`config.mk`:
```
export PLATFORM = sky130hd
export DESIGN_NAME = varredura_matriz
export DESIGN_NICKNAME = d
export VERILOG_FILES = /design/src/rtl/varredura_matriz.sv
export SDC_FILE = /design/constraint.sdc
export NUM_CORES = 1
export LEC_CHECK = 0
export BUFFER_PORTS_ARGS = -buffer_cell sky130_fd_sc_hd__buf_2
export CAP_MARGIN = 15
export CORE_MARGIN = 2
export CORE_UTILIZATION = 31
export DETAILED_ROUTE_END_ITERATION = 10
export RECOVER_POWER = 25
export SLEW_MARGIN = 20
export SYNTH_ARGS = -nofsm -noshare
export SYNTH_HDL_FRONTEND = slang
export SYNTH_SLANG_ARGS = --single-unit
```
`constraint.sdc`:
```
create_clock -name clk -period 3.8 [get_ports clk]
set_clock_uncertainty 0.15 [all_clocks]
set_input_delay 0.76 -clock clk [delete_from_list [all_inputs] [get_ports clk]]
set_output_delay 0.76 -clock clk [all_outputs]
set_load 0.005 [all_outputs]
```
`src/rtl/varredura_matriz.sv`:
```
`default_nettype none
// ============================================================================
// Module      : varredura_matriz
// Description : 7x5 LED matrix row scanner with a per-frame column buffer and
//               registered outputs. Define VARREDURA_BLANKING_EN to insert one
//               dark APAGA cycle between consecutive rows.
// Revision    : 1.0 - initial release
// ============================================================================
module varredura_matriz #(
  parameter int DIV = 4
) (
  input  logic        clk,
  input  logic        rst,
  input  logic        en,
  input  logic [34:0] dados,
  output logic [6:0]  linha,
  output logic [4:0]  coluna,
  output logic        frame_fim
);

`ifdef VARREDURA_BLANKING_EN
  typedef enum logic [1:0] {
    OCIOSO = 2'd0,
    CARGA  = 2'd1,
    VARRE  = 2'd2,
    APAGA  = 2'd3
  } state_t;
`else
  typedef enum logic [1:0] {
    OCIOSO = 2'd0,
    CARGA  = 2'd1,
    VARRE  = 2'd2
  } state_t;
`endif

  localparam logic [7:0] PRESC_MAX = 8'(DIV - 1);
  localparam logic [2:0] LAST_ROW  = 3'd6;

  state_t      state_q, state_d;
  logic [2:0]  row_q, row_d;
  logic [7:0]  presc_q, presc_d;
  logic [34:0] buf_q, buf_d;
  logic [6:0]  linha_q, linha_d;
  logic [4:0]  coluna_q, coluna_d;
  logic        fim_q, fim_d;
  logic [2:0]  row_inc;
  logic        tick;

  function automatic logic [4:0] row_bits(input logic [34:0] b, input logic [2:0] r);
    case (r)
      3'd0:    return b[4:0];
      3'd1:    return b[9:5];
      3'd2:    return b[14:10];
      3'd3:    return b[19:15];
      3'd4:    return b[24:20];
      3'd5:    return b[29:25];
      3'd6:    return b[34:30];
      default: return 5'd0;
    endcase
  endfunction

  function automatic logic [6:0] row_onehot(input logic [2:0] r);
    return 7'b000_0001 << r;
  endfunction

  assign row_inc = row_q + 3'd1;
  assign tick    = (presc_q == PRESC_MAX);

  // Outputs are computed for the next state so that they leave registers.
  always_comb begin
    state_d  = state_q;
    row_d    = row_q;
    presc_d  = presc_q;
    buf_d    = buf_q;
    linha_d  = 7'd0;
    coluna_d = 5'd0;
    fim_d    = 1'b0;
    case (state_q)
      OCIOSO: begin
        row_d   = 3'd0;
        presc_d = 8'd0;
        if (en) state_d = CARGA;
      end
      CARGA: begin
        buf_d    = dados;
        row_d    = 3'd0;
        presc_d  = 8'd0;
        state_d  = VARRE;
        linha_d  = row_onehot(3'd0);
        coluna_d = dados[4:0];
      end
      VARRE: begin
        if (tick) begin
          presc_d = 8'd0;
          if (row_q == LAST_ROW) begin
            state_d = CARGA;
            row_d   = 3'd0;
            fim_d   = 1'b1;
          end else begin
            row_d = row_inc;
`ifdef VARREDURA_BLANKING_EN
            state_d = APAGA;
`else
            linha_d  = row_onehot(row_inc);
            coluna_d = row_bits(buf_q, row_inc);
`endif
          end
        end else begin
          presc_d  = presc_q + 8'd1;
          linha_d  = row_onehot(row_q);
          coluna_d = row_bits(buf_q, row_q);
        end
      end
`ifdef VARREDURA_BLANKING_EN
      APAGA: begin
        state_d  = VARRE;
        linha_d  = row_onehot(row_q);
        coluna_d = row_bits(buf_q, row_q);
      end
`endif
      default: state_d = OCIOSO;
    endcase
    // Disable wins over a tick or frame end in the same cycle.
    if (!en) begin
      state_d  = OCIOSO;
      row_d    = 3'd0;
      presc_d  = 8'd0;
      linha_d  = 7'd0;
      coluna_d = 5'd0;
      fim_d    = 1'b0;
    end
  end

  always_ff @(posedge clk) begin
    if (rst) begin
      state_q  <= OCIOSO;
      row_q    <= 3'd0;
      presc_q  <= 8'd0;
      buf_q    <= 35'd0;
      linha_q  <= 7'd0;
      coluna_q <= 5'd0;
      fim_q    <= 1'b0;
    end else begin
      state_q  <= state_d;
      row_q    <= row_d;
      presc_q  <= presc_d;
      buf_q    <= buf_d;
      linha_q  <= linha_d;
      coluna_q <= coluna_d;
      fim_q    <= fim_d;
    end
  end

  assign linha     = linha_q;
  assign coluna    = coluna_q;
  assign frame_fim = fim_q;

endmodule
`default_nettype wire

```
======== Word-level counts from Yosys, hierarchy flattened ========
Cells that the tools add are included.
word-level totals
  output and inout bits ................... 13
  input bits .............................. 38
  register bits ........................... 61
  word-level logic and storage cells ...... 57
cells by class
  reductions and logical operators ........ 9
  muxes and demuxes ....................... 17
  equal/unequal tests ..................... 17
  bitwise logic cells ..................... 3
  shift-type cells ........................ 2
  $add $sub $neg .......................... 2
operators with widths
  kind                   count
  $pmux W5 S7            2
  $eq A3 B3 Y1 const B   6
  $pmux W8 S2            1
  $mux W7                2
  $pmux W7 S2            1
  $shl A1 B3 Y7 const A  2
  $eq A3 B2 Y1 const B   4
  $mux W5                2
  $pmux W5 S2            1
  $add A8 B1 Y8 const B  1
  $eq A8 B2 Y1 const B   1
  $mux W8                1
  $eq A3 B1 Y1 const B   2
  $logic_not A3 Y1       2
  $mux W3                2
  $pmux W2 S3            1
  $pmux W3 S2            1
  $mux W2                2
  $ne A2 B2 Y1 const B   2
  $reduce_and A2 Y1      2
  $reduce_or A2 Y1       2
  $reduce_or A4 Y1       1
  $add A3 B1 Y3 const B  1
  $not A1 Y1             3
  5 further kinds        5

======== Depth between registers and ports, before layout ========
  depth in word-level cells ............... 6
  gate-level depth with buffers ........... 10
  depth with buffers taken out ............ 8

======== Least setup slack after synthesis ========
No wires, ideal clock.
  kind .................................... register to register
  start ................................... register row_q[2]
  end ..................................... register coluna_q[0] (netlist: coluna[0])
  cell stages (with the launch flop) ...... 11
  path buffers ............................ 4
  arrival time ............................ 2504 ps
  path slack .............................. 1024 ps
  clock period less this slack ............ 2776 ps
  cells stage by stage .................... dfxtp_1 -> buf_1 -> clkbuf_1 -> inv_1 -> ha_1 -> clkbuf_1 -> buf_1 -> mux2i_1 -> o32ai_1 -> o21ai_0 -> a21oi_1
on the way
  cells in the longest elaborated chain, start to end .. 6
RTL lines
  what                                        line  source
  start, declared                             40    logic [2:0] row_q, row_d;
  start signal, assigned                      145   row_q <= row_d;
  $add A3 B1 Y3                               66    assign row_inc = row_q + 3'd1;
  $eq A3 B3 Y1, or another cell as far along  50    case (r)
  $pmux W5 S7                                 50
  $mux W5                                     95    if (row_q == LAST_ROW) begin
  $mux W5 (*)                                 93    if (tick) begin
  $pmux W5 S2 (*)                             78    case (state_q)
  end signal, assigned                        149   coluna_q <= coluna_d;
  end, declared                               44    logic [4:0] coluna_q, coluna_d;
Mark *: on every way between the ends. The rest lies on a longest branch, timed or not.
A chain may end at the register's enable or synchronous reset.

======== Worst setup path in the final report ========
  start ................................... register presc_q[1]
  end ..................................... register row_q[2]
on the way
  cells in the longest elaborated chain, start to end .. 3
RTL lines
  what                         line  source
  start, declared              41    logic [7:0] presc_q, presc_d;
  start signal, assigned       146   presc_q <= presc_d;
  $eq A8 B2 Y1                 67    assign tick = (presc_q == PRESC_MAX);
  $ne A2 B2 Y1 (no line)       --
  $reduce_and A2 Y1 (no line)  --
Every way passes these cells.

==> qor.txt <==
post-route ant nets - 0
clock sinks - 61
Leak - 1.41 nW
Rel. slew slack - 44.5%
GRT busiest layer - met2
reg2reg start - presc_q[1]$_SDFFE_PP0P_
Initial DRC Count - 234
crit path launch type - flip-flop
maxcap violations - 0
Synth area leader - dfxtp_1
Clock transition at path regs - 0.07 ns
# port buffers - 50
CP cell instances - ha_1 -> or4b_4 -> or4_4 -> a21o_1 -> or4b_1 -> a21oi_1
diode count - 0
fin nets - 430
routability cong. - 0.894
Worst Tran Pin Value - 0.832 ns
met3 Use GR - 4.75%
Num CTS Buffers - 9
fraction of layout cells with a size suffix above 1 - 18.5%
min-delay src - buf_q[2]$_SDFFE_PP0P_
status - finished clean
worst-skew pair later-pin latency - 0.35 ns
Overall Global Routing Usage - 15.5%
vias in the first global route - 2,526
Ys Warns - 0
top cells by area, synth - dfxtp_1 (41%), mux2i_1 (17%), nor2_1 (6.4%), a21oi_1 (4.3%), ha_1 (2.9%)
Tcrit/Tclk final - 72.0%
iteration count of the initial detailed-routing pass - 5
Final Critical Period - 2.73 ns
Syn Inst Count - 340
Finish-stage setup viols - 0
R2R Setup Slk - 1.07 ns
WL final - 7730 um
reg2reg path depth - 6
Crit path arrival time - 2.86 ns
TNS Setup - 0 ns
Initial Utilization - 32.3%
#FFs+latches synth - 61
die height - 103 um
first-pass GRT wire length - 12,800 um
gr ovfl total - 0
GRT met1 Usage - 21.7%
Max Clk Rate - 0.366 GHz
Critical path destination - row_q[2]$_SDFFE_PP0P_
met2 Usage GRT - 22.8%
Non-Filler Instances - 519
Final Hold Viols - 0
Hold/Removal Path Class - flip-flop to flip-flop
placed insts - 503
routed len/inst - 14.9 um
post-DP HPWL - 5460 um
DRC viols - 0
post-CTS sizing - 0
RSZ-0062 raised after global routing - no
Post-Syn Area - 3010 um2
Via-to-Cell Ratio - 5.09
vias - 2,640
CP peak stage delay - 0.50 ns
crit path max fanout - 10
post-synth cell types - 44
post-synth top area share - 40.5%
Critical path origin - presc_q[1]$_SDFFE_PP0P_
Rows - 35
CP required - 3.93 ns
Boundary Pins - 51
die footprint - 10,500 um2
final slew viol count - 0
share of flip-flops with an asynchronous set or reset - 0%
Synth Flop Type - dfxtp_1
Bufs on Longest Clock Path - 2
number of flops mapped to enable cells by yosys - 0
slowest cell on the critical path - or4_4
layout overhead on the synthesized area - 18.3%
CTS Hold Bufs - 0
Core ar. - 9330 um2
Die Wd - 103 um
register area share after synthesis - 40.5%
antenna violations before repair - 0
Crit Path Category - flip-flop to flip-flop
Peak VDD IR - 0.181 mV
htree depth - 3
Setup Fix Bufs, Post-CTS - 0
Worst setup EP type - flip-flop
CTS tree - yes
Syn Nets - 385
CTS Root Cell - clkbuf_8
PwrDens - 381 nW/um2
largest net degree at the start of global routing - 38
RR Endpoint - row_q[2]$_SDFFE_PP0P_
Syn Area/Cell - 8.86 um2
[critical path: cells and delay by family, from the launching register on]
kind,cells,cell delay (ns)
fa+ha+maj,1,0.22
flops,1,0.40
simple gates,3,1.48
compound gates,2,0.40
[where the power goes]
part | total, mW | switching, mW | internal (mW)
logic | 0.109 | 0.0546 | 0.0541
registers | 0.678 | 0.0180 | 0.660
clock network | 0.571 | 0.255 | 0.316
total | 1.36 | 0.328 | 1.03
[registers in the layout, indices dropped and copies added, names as in the netlist]
| signal | cells |
|---|---|
| buf_q | 35 |
| coluna | 5 |
| frame_fim | 1 |
| linha | 7 |
| presc_q | 8 |
| row_q | 3 |
| state_q | 2 |
[stage by stage]
step / util (%) / setup WS, ns / power (mW) / instance area (um2) / hold WS (ns)
2_1_floorplan: - / 1.02 / 0.761 / 3010 / 0.319
3_3_place_gp: 36.3 / 1.12 / 0.799 / 3380 / 0.349
3_5_place_dp: 36.3 / 1.10 / 0.802 / 3380 / 0.365
4_1_cts: 38.3 / 1.06 / 1.37 / 3580 / 0.382
5_1_grt: 38.2 / 0.879 / 1.41 / 3560 / 0.416
6_report: 38.2 / 1.07 / 1.36 / 3560 / 0.379
[how the worst min path moves through the flow]
stage,endpoint,cells past startpoint
final,buf_q[2]$_SDFFE_PP0P_,2
after global routing,buf_q[32]$_SDFFE_PP0P_,2
after CTS,buf_q[2]$_SDFFE_PP0P_,2
after detailed placement,buf_q[2]$_SDFFE_PP0P_,2
after global placement,buf_q[2]$_SDFFE_PP0P_,2
after floorplan,buf_q[0]$_SDFFE_PP0P_,2
[cells in the final DEF (no fill, tap or decap), types with 9 or more instances in the layout]
cell and instances:
nand3_1 10, mux2i_1 50, clkbuf_1 9, nand2_1 20
nor2_1 51, dfxtp_1 61, buf_2 42, o21ai_0 11
a21oi_1 26, clkbuf_8 10
[layout make-up]
type,count,area [um2]
tap,129,161
sequential,61,1220
inverter,7,26.3
fill,952,5760
multi-input combinational,249,1670
timing repair buffer,57,293
clock inverter,5,50.0
clock buffer,11,141
[synth_stat cells, types with 2 or more instances]
cell      number
a21oi_1       26
a221oi_1       4
a222oi_1       2
a22oi_1        3
a31oi_1        5
and2_1         3
and3_1         3
and3b_1        3
buf_1          8
clkbuf_1      14
dfxtp_1       61
ha_1           7
inv_1          7
mux2_2         4
mux2i_1       50
nand2_1       20
nand2b_1       2
nand3_1       10
nand4_1        3
nor2_1        51
nor2b_1        4
nor3_1         6
nor3b_1        2
o211ai_1       2
o21ai_0       11
o221ai_1       2
o22ai_1        3
o32ai_1        3
xor2_1         6
[per-layer routing]
| metal | wire length, um | part of all wire (%) |
|---|---|---|
| met5 | 0 | 0 |
| met4 | 93 | 1.2 |
| met3 | 520 | 6.7 |
| met2 | 3410 | 44 |
| met1 | 3710 | 48 |
[logic make-up (layout without fill, tap and decap cells)]
group,count (synthesis),in the layout,synth area share (%)
AND/OR/NAND/NOR,115,115,18.6
AO/OA/AOI/OAI,66,66,13.8
flip-flops,61,61,40.5
multiplexers,54,54,18.1
buffers and inverters,30,80,3.99
adder cells (fa/ha/maj),7,7,2.91
XOR/XNOR,7,7,2.04
Note: power is estimated with default switching activity, not from simulation.
